===== src/rtl/pow_seq_if.sv =====
// Operand/result bundle for the pow_seq exponentiator: start/busy/done handshake plus data.
interface pow_seq_if #(
    parameter int unsigned IN_W  = 7,
    parameter int unsigned EXP_W = 7,
    parameter int unsigned OUT_W = 14
) ();
    logic             start;
    logic [IN_W-1:0]  a;
    logic [EXP_W-1:0] b;
    logic             busy;
    logic             done;
    logic [OUT_W-1:0] result;
    logic             overflow;

    modport master (output start, a, b, input busy, done, result, overflow);
    modport slave  (input start, a, b, output busy, done, result, overflow);
endinterface


===== src/rtl/pow_seq.sv =====
// Sequential a^b by LSB-first square-and-multiply, one exponent bit per clock,
// saturating to all-ones when the true result does not fit in OUT_W bits.
module pow_seq #(
    parameter int unsigned IN_W  = 7,
    parameter int unsigned EXP_W = 7,
    parameter int unsigned OUT_W = 14
) (
    input  logic        clk,
    input  logic        rst,
    pow_seq_if.slave    bus
);
    localparam int unsigned PROD_W = 2 * OUT_W;

    typedef enum logic {IDLE, CALC} state_t;

    state_t           state, state_nxt;
    logic [OUT_W-1:0] acc, acc_nxt;
    logic [OUT_W-1:0] base, base_nxt;
    logic [EXP_W-1:0] e, e_nxt;
    logic             base_ovf, base_ovf_nxt;
    logic             acc_ovf, acc_ovf_nxt;
    logic             busy_q, busy_nxt;
    logic             done_q, done_nxt;
    logic [OUT_W-1:0] result_q, result_nxt;
    logic             ovf_q, ovf_nxt;
    logic [IN_W-1:0]  a_in;
    logic [PROD_W-1:0] p, q;

    assign a_in = bus.a;
    assign p    = PROD_W'(acc) * PROD_W'(base);
    assign q    = PROD_W'(base) * PROD_W'(base);

    always_ff @(posedge clk) begin
        if (rst) begin
            state    <= IDLE;
            acc      <= '0;
            base     <= '0;
            e        <= '0;
            base_ovf <= 1'b0;
            acc_ovf  <= 1'b0;
            busy_q   <= 1'b0;
            done_q   <= 1'b0;
            result_q <= '0;
            ovf_q    <= 1'b0;
        end else begin
            state    <= state_nxt;
            acc      <= acc_nxt;
            base     <= base_nxt;
            e        <= e_nxt;
            base_ovf <= base_ovf_nxt;
            acc_ovf  <= acc_ovf_nxt;
            busy_q   <= busy_nxt;
            done_q   <= done_nxt;
            result_q <= result_nxt;
            ovf_q    <= ovf_nxt;
        end
    end

    // Next-state and datapath update; done defaults low so it only ever pulses.
    always_comb begin
        state_nxt    = state;
        acc_nxt      = acc;
        base_nxt     = base;
        e_nxt        = e;
        base_ovf_nxt = base_ovf;
        acc_ovf_nxt  = acc_ovf;
        busy_nxt     = busy_q;
        done_nxt     = 1'b0;
        result_nxt   = result_q;
        ovf_nxt      = ovf_q;

        case (state)
            IDLE: begin
                if (bus.start) begin
                    acc_nxt      = OUT_W'(1);
                    base_nxt     = OUT_W'(a_in);
                    e_nxt        = bus.b;
                    base_ovf_nxt = 1'b0;
                    acc_ovf_nxt  = 1'b0;
                    busy_nxt     = 1'b1;
                    state_nxt    = CALC;
                end
            end
            CALC: begin
                if (e != '0) begin
                    // An overflowed base only poisons acc when it is multiplied in.
                    if (e[0]) begin
                        acc_nxt = p[OUT_W-1:0];
                        if ((p[PROD_W-1:OUT_W] != '0) || base_ovf) begin
                            acc_ovf_nxt = 1'b1;
                        end
                    end
                    base_nxt = q[OUT_W-1:0];
                    if (q[PROD_W-1:OUT_W] != '0) begin
                        base_ovf_nxt = 1'b1;
                    end
                    e_nxt = e >> 1;
                end else begin
                    result_nxt = acc_ovf ? '1 : acc;
                    ovf_nxt    = acc_ovf;
                    done_nxt   = 1'b1;
                    busy_nxt   = 1'b0;
                    state_nxt  = IDLE;
                end
            end
        endcase
    end

    assign bus.busy     = busy_q;
    assign bus.done     = done_q;
    assign bus.result   = result_q;
    assign bus.overflow = ovf_q;
endmodule


===== src/flat_wrapper.sv =====
// flat-port wrapper written by rule: the top's interface ports become plain ports
module pow_seq_flat 
#(
    parameter int unsigned IN_W  = 7,
    parameter int unsigned EXP_W = 7,
    parameter int unsigned OUT_W = 14
)
  (clk, rst, bus_start, bus_a, bus_b, bus_busy, bus_done, bus_result, bus_overflow);
  pow_seq_if #(.IN_W(IN_W), .EXP_W(EXP_W), .OUT_W(OUT_W)) bus_i ();
  input  logic clk;
  input  logic rst;
  input wire logic [$bits(bus_i.start)-1:0] bus_start;
  input wire logic [$bits(bus_i.a)-1:0] bus_a;
  input wire logic [$bits(bus_i.b)-1:0] bus_b;
  output wire logic [$bits(bus_i.busy)-1:0] bus_busy;
  output wire logic [$bits(bus_i.done)-1:0] bus_done;
  output wire logic [$bits(bus_i.result)-1:0] bus_result;
  output wire logic [$bits(bus_i.overflow)-1:0] bus_overflow;
  assign bus_i.start = bus_start;
  assign bus_i.a = bus_a;
  assign bus_i.b = bus_b;
  assign bus_busy = bus_i.busy;
  assign bus_done = bus_i.done;
  assign bus_result = bus_i.result;
  assign bus_overflow = bus_i.overflow;
  pow_seq #(.IN_W(IN_W), .EXP_W(EXP_W), .OUT_W(OUT_W)) u_core (.clk(clk), .rst(rst), .bus(bus_i));
endmodule

===== config.mk =====
export PLATFORM = sky130hd
export DESIGN_NAME = pow_seq_flat
export DESIGN_NICKNAME = d
export VERILOG_FILES = /design/src/rtl/pow_seq_if.sv /design/src/rtl/pow_seq.sv /design/src/flat_wrapper.sv
export SDC_FILE = /design/constraint.sdc
export NUM_CORES = 1
export LEC_CHECK = 0
export BUFFER_PORTS_ARGS = -buffer_cell sky130_fd_sc_hd__clkbuf_2
export CAP_MARGIN = 20
export CELL_PAD_IN_SITES_DETAIL_PLACEMENT = 1
export CELL_PAD_IN_SITES_GLOBAL_PLACEMENT = 1
export CORE_ASPECT_RATIO = 1.25
export CORE_MARGIN = 8
export CORE_UTILIZATION = 40
export CTS_CLUSTER_DIAMETER = 80
export DETAILED_ROUTE_END_ITERATION = 16
export HOLD_SLACK_MARGIN = 0.12
export PLACE_DENSITY = 0.8
export RECOVER_POWER = 50
export REMOVE_ABC_BUFFERS = 1
export SYNTH_ARGS = -nofsm -noshare
export SYNTH_HDL_FRONTEND = slang
export SYNTH_SLANG_ARGS = --single-unit

===== constraint.sdc =====
create_clock -name clk -period 6.15 [get_ports clk]
set_input_delay 0.9225 -clock clk [delete_from_list [all_inputs] [get_ports clk]]
set_output_delay 0.9225 -clock clk [all_outputs]
set_load 0.05 [all_outputs]

# Word-level counts from Yosys, hierarchy flattened

Index checks and enable logic that the tools add are counted.

Register bits: 55
Input bits: 17
Logic and storage cells: 57

Reduce and logical (&&, ||, !) cells: 11
Multiply operators: 2
Multiplexer cells: 26
Bitwise operators: 2
Equality and inequality tests: 6

Operator list:

| operator                                       | count |
|---|---|
| 14-bit two-way mux                             | 6 |
| 14-bit by 14-bit multiplier with 28-bit output | 2 |
| 14-bit one-hot mux with 2 select lines         | 2 |
| 14-bit nonzero test                            | 2 |
| 7-bit two-way mux                              | 2 |
| 7-bit one-hot mux with 2 select lines          | 1 |
| 2-bit != test (second input constant)          | 6 |
| 1-bit two-way mux                              | 11 |
| 1-bit one-hot mux with 2 select lines          | 4 |
| 7-bit nonzero test                             | 1 |
| 2-bit AND reduction                            | 3 |
| 3-bit AND reduction                            | 2 |
| 4-bit AND reduction                            | 1 |
| 1-bit inverter                                 | 2 |
| 2-bit OR reduction                             | 1 |
| 1-bit logical OR                               | 1 |

# Logic depth before layout (Yosys ltp)

Word-level depth: 7
Mapped depth: 26
Mapped depth without buffers: 23

# Worst setup path after synthesis

OpenSTA, ideal clock, no wires.

Path kind: register to register
Start: register u_core.base[8]
End: register u_core.base_ovf
Data required time: 6.014 ns
Slack: -0.149 ns
Stages on the path, launching flop included: 25
Setup time: 0.136 ns
Data arrival time: 6.163 ns
Clock period less this slack: 6.299 ns
Cell sequence: dfxtp_1 -> clkbuf_1 -> clkbuf_1 -> inv_1 -> nor2_1 -> fa_1 -> inv_1 -> fa_1 -> inv_1 -> fa_1 -> fa_1 -> fa_1 -> inv_1 -> fa_1 -> inv_1 -> ha_1 -> a21oi_1 -> o21ai_1 -> a221o_1 -> a31oi_2 -> xor2_1 -> o2111ai_1 -> or4b_1 -> nor4_1 -> a311oi_1

Longest elaborated chain between the ends: 4

Ends and longest elaborated chain:

| item                                           | RTL line      | RTL |
|---|---|---|
| from (decl)                                    | pow_seq.sv:18 | `logic [OUT_W-1:0] base, base_nxt;` |
| from (signal assigned)                         | pow_seq.sv:48 | `base <= base_nxt;` |
| 14-bit by 14-bit multiplier with 28-bit output | pow_seq.sv:31 | `assign q = PROD_W'(base) * PROD_W'(base);` |
| 14-bit nonzero test                            | pow_seq.sv:94 | `if (q[PROD_W-1:OUT_W] != '0) begin` |
| 2-bit != test (no line)                        | n/a           |  |
| 3-bit AND reduction (no line)                  | n/a           |  |
| to (signal assigned)                           | pow_seq.sv:50 | `base_ovf <= base_ovf_nxt;` |
| to (decl)                                      | pow_seq.sv:20 | `logic base_ovf, base_ovf_nxt;` |

Every way passes these cells.
A chain may end at the register's enable or synchronous reset.

# Worst setup path in the final report

Start: register u_core.base[6]
End: register u_core.base_ovf

The elaborated chain is that of the path after synthesis.

==> summary.md <==
| Metric | Value |
|---|---|
| Clock Power Share | 0.235 |
| Fill cells | 4,312 |
| Outcome | finished with violations |
| Cells after synthesis | between 1,500 and 2,000 |
| Main synth FF type | dfxtp_1 |
| Synthesized area | 14,600 µm² |
| Slew Viols, Final | 0 |
| PortBufs | 33 |
| Final Instance Count excl. Fillers | 2,277 |
| Finished Cell Area | ~17,000 µm² |
| Residual DRC | 0 |
| Vias in the first global route | 14,246 |
| Setup crit end kind | flip-flop |
| Routed vias/inst | approximately 5.4 |
| CP required | approximately 6.3 ns |
| Synthesized area per cell | approximately 8.5 µm² |
| WS Path Type | reg2reg |
| Final Core Density | 0.456 |
| EDFF count, synth | 0 |
| Multiplexer share of the synthesized area | 0.0128 |
| Root buf cell | clkbuf_16 |
| Max-Slew Margin vs Limit | 0.312 |
| Max-cap violations | 0 |
| Most common cell in the synthesized netlist | inv_1 |
| Crit-path leading delay family | adder cells |
| Largest family of logic cells by synthesized area | adder cells |
| Final setup vio count | 1 |
| Iter 0 DRT Violations | 476 |
| Combinational Power Share | 0.462 |
| Synth Area in Compound Gates | 0.0964 |
| Final worst slack | -0.155 ns |
| Worst skew pair latency | 0.32 ns |
| Simple-Gate Fraction of Synth Area | 0.177 |
| First-pass GRT wire length | ~70 mm |
| Sequential-to-total area share from yosys stat | 0.0753 |
| Unrepaired setup endpoints after global routing | true |
| Rows | 78 |
| Die Y | 230 µm |
| GRT overflow | 0 |
| Asr flop ratio synth | 0 |
| GPL Wtd Cong | 0.849 |
| Critical Path AT | 6.48 ns |
| Initial Util | 0.404 |
| Layout area overhead | 12.9% |
| Die area | 43,000 µm² |
| Synth Area in Adders | 0.506 |
| Post-synthesis xor/xnor area fraction | 0.0210 |
| Worst-path clk slew | 0.09 ns |
| Worst Hold Class | reg2reg |
| Yosys reg bits | 55 |
| Placed insts | about 2,300 |
| P_leak | between 8 and 9 nW |
| CP max-delay cell | or4b_1 |
| # hold bufs at CTS | 0 |
| Critical path buffers and inverters | 4 |
| CTS tree | done |
| Crit path launch type | flip-flop |
| CTS Buf Count | 5 |
| Total track usage | 0.202 |
| Final nets | 2,248 |
| Initial antenna violation count | 1 |
| Slowest stage delay, CP | 0.57 ns |
| Antenna cells | 0 |
| Synth top area cells | fa_1 36%, ha_1 15%, inv_1 8.6% |
| Final ANT Viol Nets | 0 |
| Critical path peak fanout | 5 |
| Wire length per cell | roughly 19 µm |
| Power Dens Cells | around 84 nW/µm² |
| TritonRoute pass-1 iters | 7 |
| Via count | approximately 12,000 |
| Net load switching power | around 600 µW |
| Drt total wl | 43.6 mm |
| Top cell type's share of synthesized area | 0.356 |
| Synth Warn # | 0 |
| Post-route clock period utilization | 1.03 |
| Layout cells sized above 1 | 0.125 |
| Switching power share of the total | 0.431 |
| Worst-case clock skew | roughly 0.013 ns |
| Largest net degree at the start of global routing | 56 |
| Final hold vios | 0 |
| Cell variety after synth | 67 |
| Max IR drop VDD | 0.000150 V |
| Sequential Power Share | 0.303 |
| Most used cell, CP | fa_1 |
| Placed inst area | 16,000 µm² |
| Deepest clock path buffer count | 2 |
| Hold Slack | 0.474 ns |
| Number of H-tree levels | 2 |
| Pint | 791 µW |
| Core region area | around 36,000 µm² |
| Cell chain of the critical path | and2_1, fa_1, inv_1, fa_1, inv_1, fa_1, fa_2, fa_1, inv_1, fa_1, inv_1, ha_4, nand2_1, o21ai_2, a221o_1, a31oi_4, xor2_1, o2111ai_1, or4b_1, nor4_2, a311oi_1 |
| Clock Sinks | between 50 and 60 |
| Period minus WS final | 6.31 ns |
| Maximum clock frequency | 0.159 GHz |
| Ports | 34 |
| Chip width | 187 µm |
| Detailed Place HPWL | 35.6 mm |
| Yosys top cell by area | fa_1 |
| Top cells by count, synth | 337 x inv_1, 260 x fa_1, 190 x nand2_1 |
| Worst Max-Slew Pin Slew | a little over 1 ns |
| Failing checks | negative setup slack |
[layer usage]
metal	global-route usage	wire, µm
met1	0.210	15800
met4	0.106	2650
met2	0.396	23900
met3	0.0157	1240
met5	0	0
[power groups by stage]
stage	clock, mW	combinational [mW]	sequential (mW)
2_1_floorplan	0	0.297	0.471
3_3_place_gp	0	0.571	0.425
3_5_place_dp	0	0.598	0.427
4_1_cts	0.331	0.609	0.421
5_1_grt	0.340	0.699	0.425
6_report	0.326	0.642	0.422
[sequential cells by signal, summed over array words and instances, names as in the netlist]
name,cells
u_core.base,14
u_core.bus.result,14
u_core.bus.busy,1
u_core.bus.done,1
u_core.e,7
u_core.acc,14
u_core.bus.overflow,1
u_core.state,1
u_core.acc_ovf,1
u_core.base_ovf,1
[placed cells by master (no fill, tap or decap), drive strengths merged, types with 8 or more instances in the layout]
cell,count
xor2,15
nor2b,9
a22oi,11
and2,147
nand4,11
a21o,34
nand2b,8
xnor2,20
clkbuf,39
a21oi,66
fa,260
nor3,38
o21ai,31
ha,175
mux2i,15
buf,130
dfxtp,55
inv,340
nand3,23
nor2,79
a211oi,15
nand2,190
[worst reg2reg max path, stage by stage (launching register included)]
cell and delay [ns]:
dfxtp_4 0.38, and2_1 0.19, fa_1 0.55, inv_1 0.08
fa_1 0.53, inv_1 0.06, fa_1 0.48, fa_2 0.49
fa_1 0.50, inv_1 0.06, fa_1 0.51, inv_1 0.07
ha_4 0.23, nand2_1 0.11, o21ai_2 0.08, a221o_1 0.38
a31oi_4 0.18, xor2_1 0.21, o2111ai_1 0.14, or4b_1 0.57
nor4_2 0.26, a311oi_1 0.11
[final timing paths]
check,endpoint,slack [ns],start,cells after the start
worst max-delay path,u_core.base_ovf,-0.16,u_core.base[6],21
worst min-delay path,u_core.bus.overflow,0.47,u_core.bus.overflow,2
worst max register to register,u_core.base_ovf,-0.16,u_core.base[6],21
worst min register to register,u_core.bus.overflow,0.47,u_core.bus.overflow,2
[kinds of logic after synthesis]
| family | Yosys count |
|---|---|
| compound gates | 213 |
| xor+xnor | 35 |
| fa+ha+maj | 435 |
| buf+inv | 433 |
| flops | 55 |
| mux | 18 |
| simple gates | 530 |
[what timing repair did]
item / 4_1_cts / 5_1_grt
resized for setup: 25 / 55
pin swaps: 4 / 24
buffers inserted: 0 / 3
endpoints found under the hold margin: 0 / 0
endpoints found under the setup margin: 2 / 3
[per-stage QoR]
step	worst slack (ns)	total power [mW]	setup TNS [ns]
after global placement	-0.0787	0.996	-0.154
after detailed placement	-0.305	1.02	-0.582
final	-0.155	1.39	-0.155
after CTS	-0.0850	1.36	-0.0850
after floorplan	-0.164	0.768	-0.164
after global routing	-0.348	1.46	-0.633
[final cells by class]
class,count,area [µm²],share of cell area
flip-flops and latches,55,1140,0.0693
clock inverters,3,28.8,0.00174
multi-input cells,1231,12200,0.736
well taps,480,601,0.0364
clock buffers,5,125,0.00758
inverters,339,1270,0.0771
repair buffers,164,1190,0.0720
Note: power is estimated with default switching activity, not from simulation.
